<file path="src/rtl/sync_debounce_multi.sv">
// sync_debounce_multi
//   Multi-channel input conditioner for board pins (buttons/switches). Each
//   channel has a STAGES-deep synchronizer chain, then a saturating-counter
//   debouncer, then registered rise/fall pulse generation.
// Ports
//   Clk100MHz : system clock, all flops on posedge
//   reset     : synchronous, active-high reset
//   async_in  : raw asynchronous inputs, one bit per channel
//   level     : debounced, synchronized level
//   rise      : 1-cycle pulse when level[i] goes 0->1
//   fall      : 1-cycle pulse when level[i] goes 1->0
//   any_rise  : OR of rise, registered so it aligns with rise
module sync_debounce_multi #(
  parameter int WIDTH           = 4,
  parameter int STAGES          = 3,
  parameter int DEBOUNCE_CYCLES = 4
) (
  input  logic             Clk100MHz,
  input  logic             reset,
  input  logic [WIDTH-1:0] async_in,
  output logic [WIDTH-1:0] level,
  output logic [WIDTH-1:0] rise,
  output logic [WIDTH-1:0] fall,
  output logic             any_rise
);

  localparam int CW = $clog2(DEBOUNCE_CYCLES + 1);
  localparam logic [CW-1:0] CNT_MAX = CW'(DEBOUNCE_CYCLES - 1);

  // sync_q[k] holds stage k of every channel
  logic [WIDTH-1:0] sync_q [STAGES];
  logic [CW-1:0]    cnt_q  [WIDTH];
  logic [CW-1:0]    cnt_d  [WIDTH];
  logic [WIDTH-1:0] s_last;
  logic [WIDTH-1:0] level_d;
  logic [WIDTH-1:0] rise_d;
  logic [WIDTH-1:0] fall_d;

  assign s_last = sync_q[STAGES-1];

  always_ff @(posedge Clk100MHz) begin
    if (reset) begin
      for (int unsigned k = 0; k < STAGES; k++) sync_q[k] <= '0;
    end else begin
      sync_q[0] <= async_in;
      for (int unsigned k = 1; k < STAGES; k++) sync_q[k] <= sync_q[k-1];
    end
  end

  always_comb begin
    level_d = level;
    rise_d  = '0;
    fall_d  = '0;
    for (int unsigned i = 0; i < WIDTH; i++) begin
      cnt_d[i] = cnt_q[i];
      if (s_last[i] == level[i]) begin
        cnt_d[i] = '0;
      end else if (cnt_q[i] == CNT_MAX) begin
        level_d[i] = s_last[i];
        rise_d[i]  = s_last[i];
        fall_d[i]  = ~s_last[i];
        cnt_d[i]   = '0;
      end else begin
        cnt_d[i] = cnt_q[i] + 1'b1;
      end
    end
  end

  always_ff @(posedge Clk100MHz) begin
    if (reset) begin
      for (int unsigned i = 0; i < WIDTH; i++) cnt_q[i] <= '0;
      level    <= '0;
      rise     <= '0;
      fall     <= '0;
      any_rise <= 1'b0;
    end else begin
      for (int unsigned i = 0; i < WIDTH; i++) cnt_q[i] <= cnt_d[i];
      level    <= level_d;
      rise     <= rise_d;
      fall     <= fall_d;
      // taken from next-state so it lands in the same cycle as rise
      any_rise <= |rise_d;
    end
  end

endmodule
</file>
<file path="config.mk">
export PLATFORM = sky130hd
export DESIGN_NAME = sync_debounce_multi
export DESIGN_NICKNAME = d
export VERILOG_FILES = /design/src/rtl/sync_debounce_multi.sv
export SDC_FILE = /design/constraint.sdc
export NUM_CORES = 1
export LEC_CHECK = 0
export BUFFER_PORTS_ARGS = -buffer_cell sky130_fd_sc_hd__clkbuf_2
export CAP_MARGIN = 20
export CELL_PAD_IN_SITES_DETAIL_PLACEMENT = 1
export CELL_PAD_IN_SITES_GLOBAL_PLACEMENT = 1
export CORE_MARGIN = 5
export CORE_UTILIZATION = 47
export DETAILED_ROUTE_END_ITERATION = 7
export PLACE_DENSITY_LB_ADDON = 0.25
export SLEW_MARGIN = 20
export SYNTH_ARGS = -nofsm -noshare
export SYNTH_HDL_FRONTEND = slang
export SYNTH_SLANG_ARGS = --single-unit
export TNS_END_PERCENT = 20
</file>
<file path="constraint.sdc">
create_clock -name Clk100MHz -period 2.4 [get_ports Clk100MHz]
set_clock_uncertainty 0.2 [all_clocks]
set_input_delay 0.36 -clock Clk100MHz [delete_from_list [all_inputs] [get_ports Clk100MHz]]
set_output_delay 0.36 -clock Clk100MHz [all_outputs]
set_load 0.005 [all_outputs]
</file>
==> results of run 1 <==
==> state kept, by name (all words and copies together), names as in the netlist <==
signal,flops
cnt_q,12
sync_q,12
fall,4
level,4
rise,4
any_rise,1
==> layout make-up <==
cell class / count / area [um2]
well taps: 31 / 38.8
repair buffers: 18 / 90.1
clock buffers: 7 / 55.1
fillers: 302 / 1250
inverters: 4 / 15.0
multi-input cells: 57 / 524
flip-flops and latches: 37 / 741
==> placed cells by master, fill, tap and decap left out <==
| cell type | Yosys | routed |
|---|---|---|
| nand3b_1 | 4 | 4 |
| nor2_1 | 4 | 4 |
| nor4_1 | 7 | 7 |
| clkbuf_8 | 0 | 1 |
| nor4b_2 | 4 | 4 |
| dfxtp_1 | 37 | 37 |
| nor2b_1 | 12 | 12 |
| ha_1 | 8 | 8 |
| clkbuf_2 | 0 | 18 |
| mux2i_1 | 4 | 4 |
| xnor2_1 | 4 | 4 |
| clkbuf_4 | 0 | 5 |
| clkbuf_1 | 0 | 1 |
| nor4_2 | 1 | 1 |
| and4bb_2 | 7 | 7 |
| inv_1 | 4 | 4 |
| nor4bb_2 | 1 | 1 |
| a41oi_1 | 1 | 1 |
==> routing by layer <==
metal,vias up,wire length [um],GRT usage (%)
met3,7,111,4.68
met1,380,901,13.1
li1,401,-,-
met5,-,0,0
met2,17,1070,21.5
met4,0,67,9.55
==> worst paths after layout <==
kind / start / endpoint
worst max-delay path: level[2] / level[2]
worst min register to register: cnt_q[1][0] / cnt_q[1][0]
worst max register to register: cnt_q[2][0] / rise[2]
worst min-delay path: async_in[0] / sync_q[0][0]
==> per-stage QoR <==
| step | cells | worst slack (ps) |
|---|---|---|
| after global routing | 154 | 804 |
| after global placement | 147 | 861 |
| final | 154 | 906 |
| after CTS | 154 | 866 |
| after floorplan | 102 | 1120 |
| after detailed placement | 147 | 834 |
==> power by group through the flow <==
| stage | Sequential [mW] | Clock (mW) | Combinational, mW |
|---|---|---|---|
| 2_1_floorplan | 0.640 | 0 | 0.0228 |
| 3_3_place_gp | 0.641 | 0 | 0.0243 |
| 3_5_place_dp | 0.642 | 0 | 0.0255 |
| 4_1_cts | 0.628 | 0.339 | 0.0256 |
| 5_1_grt | 0.629 | 0.364 | 0.0284 |
| 6_report | 0.627 | 0.321 | 0.0250 |
==> cell families after synthesis <==
family	count (synthesis)	synth area share [%]
fa+ha+maj	8	7.63
simple gates	40	25.9
flops	37	56.4
mux	4	3.05
compound gates	1	0.667
xor+xnor	4	2.67
buf+inv	8	3.62
==> Yosys cell counts (all sizes together) <==
cell | number | area (um2)
ha | 8 | 100
mux2i | 4 | 40.0
nor2b | 12 | 75.1
xnor2 | 4 | 35.0
buf | 4 | 32.5
nand3b | 4 | 30.0
a41oi | 1 | 8.76
and4bb | 7 | 87.6
inv | 4 | 15.0
nor4b | 4 | 60.1
nor2 | 4 | 15.0
dfxtp | 37 | 741
nor4 | 8 | 56.3
nor4bb | 1 | 16.3
==> flow_metrics.env, run 1 <==
export IMPL_status="finished, final reports clean"
export IMPL_cts_tree="done"
export IMPL_cts_max_level=2
export IMPL_max_stage_delay_ps=450
export IMPL_num_vias=805
export IMPL_cp_max_fo=6
export IMPL_drive_above_1_share_pct=30.1
export IMPL_min_period_over_period_pct=62.2
export IMPL_cts_hold_buf=0
export IMPL_cp_slowest_cell="dfxtp_1"
export IMPL_routed_wl_um=2150
export IMPL_port_buffers=18
export IMPL_crit_chain="clkbuf_2"
export IMPL_wire_per_inst_um=14.0
export IMPL_start_util_pct=48.4
export IMPL_clock_fmax_ghz=0.669
export IMPL_synthCells=102
export IMPL_critPathKind="flip-flop to primary output"
export IMPL_cts_setup_buffers=0
export IMPL_ys_warn_count=0
export IMPL_synth_avg_cell_area_um2=12.9
export IMPL_cts_buffer_depth=2
export IMPL_hold_class="input pin to flip-flop"
export IMPL_grt_pass1_vias=875
export IMPL_min_path_cells=2
export IMPL_pwr_share_seq_pct=64.5
export IMPL_relSlewSlack_pct=50.2
export IMPL_leakage_nw=0.564
export IMPL_required_ps=1840
export IMPL_synth_area_um2=1310
export IMPL_reg2reg_depth=3
export IMPL_rows=19
export IMPL_clockPowerShare_pct=33.0
export IMPL_die_area_um2=3950
export IMPL_maxCapViolCount=0
export IMPL_drc=0
export IMPL_num_io_pins=19
export IMPL_setup_viol=0
export IMPL_overflow=0
export IMPL_hpwl_um=1470
export IMPL_dr_pass1_iters=2
export IMPL_insertion_delay_ps=330
export IMPL_critPathArrivalTime_ps=930
export IMPL_synth_cell_types=16
export IMPL_cts_resized=0
export IMPL_power_density_nw_per_um2=665
export IMPL_path_clk_slew_ps=100
export IMPL_p_total_uw=973
export IMPL_ys_seq_area_share_pct=56.4
export IMPL_synth_seq_cells=37
export IMPL_drtIter0Drc=36
export IMPL_syn2layout_area_growth_pct=11.5
export IMPL_grt_start_max_net_pins=38
export IMPL_vias_per_cell=5.23
export IMPL_p_int_uw=772
export IMPL_fin_area_um2=1460
export IMPL_crit_family="flip-flops"
export IMPL_numClockSinks=37
export IMPL_swShare_pct=20.6
export IMPL_rsz0062_at_grt="false"
export IMPL_startpoint_type="flip-flop"
export IMPL_die_w_um=62.8
export IMPL_num_antenna_cells=0
export IMPL_tightest_slew_ps=746
export IMPL_peakVddDrop_v=0.000463
export IMPL_core_area_um2=2710
export IMPL_die_h_um=62.8
export IMPL_hold_violations=0
export IMPL_timing_reg2reg_setup_slack_ps=930
export IMPL_utilization_pct=54.0
export IMPL_clockRootBuffer="clkbuf_4"
export IMPL_dpl_cell_area_um2=1410
export IMPL_drv_slew=0
export IMPL_finalSetupTns_ps=0
export IMPL_endpoint_kind="primary output"
export IMPL_gp_congestion=0.649
export IMPL_nNetsFinal=137
export IMPL_grtUsageTotal_pct=12.9
export IMPL_combinationalPowerShare_pct=2.6
export IMPL_cts_buffers=5
export IMPL_drtAntennaViolNets=0
export IMPL_synth_fp_nets=116
export IMPL_power_switching_uw=201
export IMPL_grt_pass1_wl_um=3930
export IMPL_crit_buf_inv=1
export IMPL_layout_min_cycle_time_ps=1490
export IMPL_antenna_found_initial=0
export IMPL_fin_hold_ws_ps=35.4
export IMPL_path_depth=1
No activity file was read; power rests on OpenSTA's default activity.
==> run 2: changes to the inputs <==
--- a/config.mk
+++ b/config.mk
@@ -10,7 +10,7 @@
 export CELL_PAD_IN_SITES_DETAIL_PLACEMENT = 1
 export CELL_PAD_IN_SITES_GLOBAL_PLACEMENT = 1
 export CORE_MARGIN = 5
-export CORE_UTILIZATION = 47
+export CORE_UTILIZATION = 44
 export DETAILED_ROUTE_END_ITERATION = 7
 export PLACE_DENSITY_LB_ADDON = 0.25
 export SLEW_MARGIN = 20
==> constraint.sdc (replaced) <==
create_clock -name Clk100MHz -period 1.42 [get_ports Clk100MHz]
set_clock_uncertainty 0.2 [all_clocks]
set_input_delay 0.213 -clock Clk100MHz [delete_from_list [all_inputs] [get_ports Clk100MHz]]
set_output_delay 0.213 -clock Clk100MHz [all_outputs]
set_load 0.005 [all_outputs]
==> flow_metrics.env, run 2 (synthesized netlist as in run 1, its figures left out) <==
export IMPL_die_area_um2=4180
export IMPL_timing_final_ws_setup_ps=87.3
export IMPL_hpwl_um=1430
export IMPL_reg_top3="cnt_q (12), sync_q (12)"
export IMPL_fin_area_um2=1560
export IMPL_utilization_pct=55.5
export IMPL_drtAntennaViolNets=0
export IMPL_n_fill_cell=309
export IMPL_fin_hold_ws_ps=77.8
export IMPL_startpoint_type="flip-flop"
export IMPL_layout_common_cells="dfxtp_1, clkbuf_2, nor2b_1"
export IMPL_maxCapViolCount=0
export IMPL_start_util_pct=46.8
export IMPL_clock_fmax_ghz=0.750
export IMPL_die_w_um=64.6
export IMPL_wire_per_inst_um=12.6
export IMPL_drive_above_1_share_pct=33.1
export IMPL_power_density_nw_per_um2=1040
export IMPL_hold_violations=0
export IMPL_drc=0
export IMPL_seq_area_um2=742
export IMPL_critPathArrivalTime_ps=1370
export IMPL_cts_buffer_depth=2
export IMPL_hold_class="input pin to flip-flop"
export IMPL_peakVddDrop_v=0.000542
export IMPL_cts_buffers=5
export IMPL_layout_min_cycle_time_ps=1330
export IMPL_grt_pass1_vias=901
export IMPL_antenna_found_initial=0
export IMPL_leakage_nw=0.590
export IMPL_clockRootBuffer="clkbuf_4"
export IMPL_nNetsFinal=143
export IMPL_grt_start_max_net_pins=28
export IMPL_place_ws_ps=20.0
export IMPL_vias_per_cell=5.12
export IMPL_p_total_mw=1.62
export IMPL_num_vias=824
export IMPL_tightest_slew_ps=385
export IMPL_layout_cells_non_filler=161
export IMPL_dr_pass1_iters=2
export IMPL_multi_input_area_um2=554
export IMPL_grt_pass1_wl_um=3800
export IMPL_dp_cells=149
export IMPL_syn2layout_area_growth_pct=18.6
export IMPL_gp_congestion=0.703
export IMPL_drv_slew=0
export IMPL_rsz0062_at_grt="true"
export IMPL_insertion_delay_ps=330
export IMPL_min_period_over_period_pct=93.8
export IMPL_num_io_pins=19
export IMPL_port_buffers=18
export IMPL_finalSetupTns_ps=0
export IMPL_routed_wl_um=2030
export IMPL_dpl_cell_area_um2=1440
export IMPL_endpoint_kind="flip-flop"
export IMPL_overflow=0
export IMPL_required_ps=1450
export IMPL_path_clk_slew_ps=90
export IMPL_drtIter0Drc=27
export IMPL_numClockSinks=37
export IMPL_setup_viol=0
export IMPL_grtUsageTotal_pct=12.0
export IMPL_cp_max_fo=7
export IMPL_relSlewSlack_pct=74.2
export IMPL_status="finished, final reports clean"
export IMPL_rows=19
export IMPL_critPathKind="flip-flop to flip-flop"
export IMPL_num_antenna_cells=0
export IMPL_mostFrequentLayoutCell="dfxtp_1"
export IMPL_cts_tree="done"
export IMPL_cts_max_level=2
export IMPL_core_area_um2=2810
export IMPL_die_h_um=64.6
[run 2: cell count changes in the layout (fill, tap and decap cells not counted)]
| cell | before | now |
|---|---|---|
| ha_4 | 0 | 2 |
| dfxtp_2 | 0 | 1 |
| clkbuf_8 | 1 | 0 |
| dlygate4sd3_1 | 0 | 4 |
| buf_12 | 0 | 1 |
| dfxtp_1 | 37 | 36 |
| ha_2 | 0 | 2 |
| ha_1 | 8 | 4 |
| clkbuf_1 | 1 | 3 |
| buf_4 | 0 | 1 |
[run 2: area by class of cell]
| cell class | instances | share of cell area, % |
|---|---|---|
| multi-input combinational | 57 | 35.6 |
| tap | 31 | 2.49 |
| clock buffer | 8 | 3.14 |
| timing repair buffer | 24 | 10.1 |
| inverter | 4 | 0.965 |
| sequential | 37 | 47.7 |
[run 2: layer usage]
metal / GRT usage [%] / vias to the layer above / share of wire, %
li1: - / 412 / -
met1: 12.5 / 389 / 41
met2: 20.1 / 17 / 50
met3: 4.49 / 6 / 5.7
met4: 7.92 / 0 / 2.7
met5: 0 / - / 0
[run 2: timing repair]
action                                 in CTS  in global routing
setup endpoints to repair                   2                 10
buffers inserted                            0                  0
hold buffers                                4                  0
endpoints found under the hold margin       4                  0
gates resized for setup                     2                  5
[run 2: critical path: stages, from the launching register on]
cell,delay (ps)
dfxtp_1,330
ha_1,200
ha_2,220
nor4b_2,290
[run 2: power breakdown]
group          total, mW  internal, mW  switching, mW
clock              0.498         0.197          0.301
sequential          1.06          1.05        0.00703
combinational     0.0602        0.0337         0.0264
total               1.62          1.28          0.334
[run 2: worst paths after layout]
path / startpoint / end / slack, ps / cells after the start
worst max register to register: cnt_q[1][0] / cnt_q[1][1] / 90 / 3
worst min register to register: cnt_q[0][0] / cnt_q[0][0] / 240 / 1
worst max-delay path: cnt_q[1][0] / cnt_q[1][1] / 90 / 3
worst min-delay path: reset / sync_q[0][10] / 80 / 3
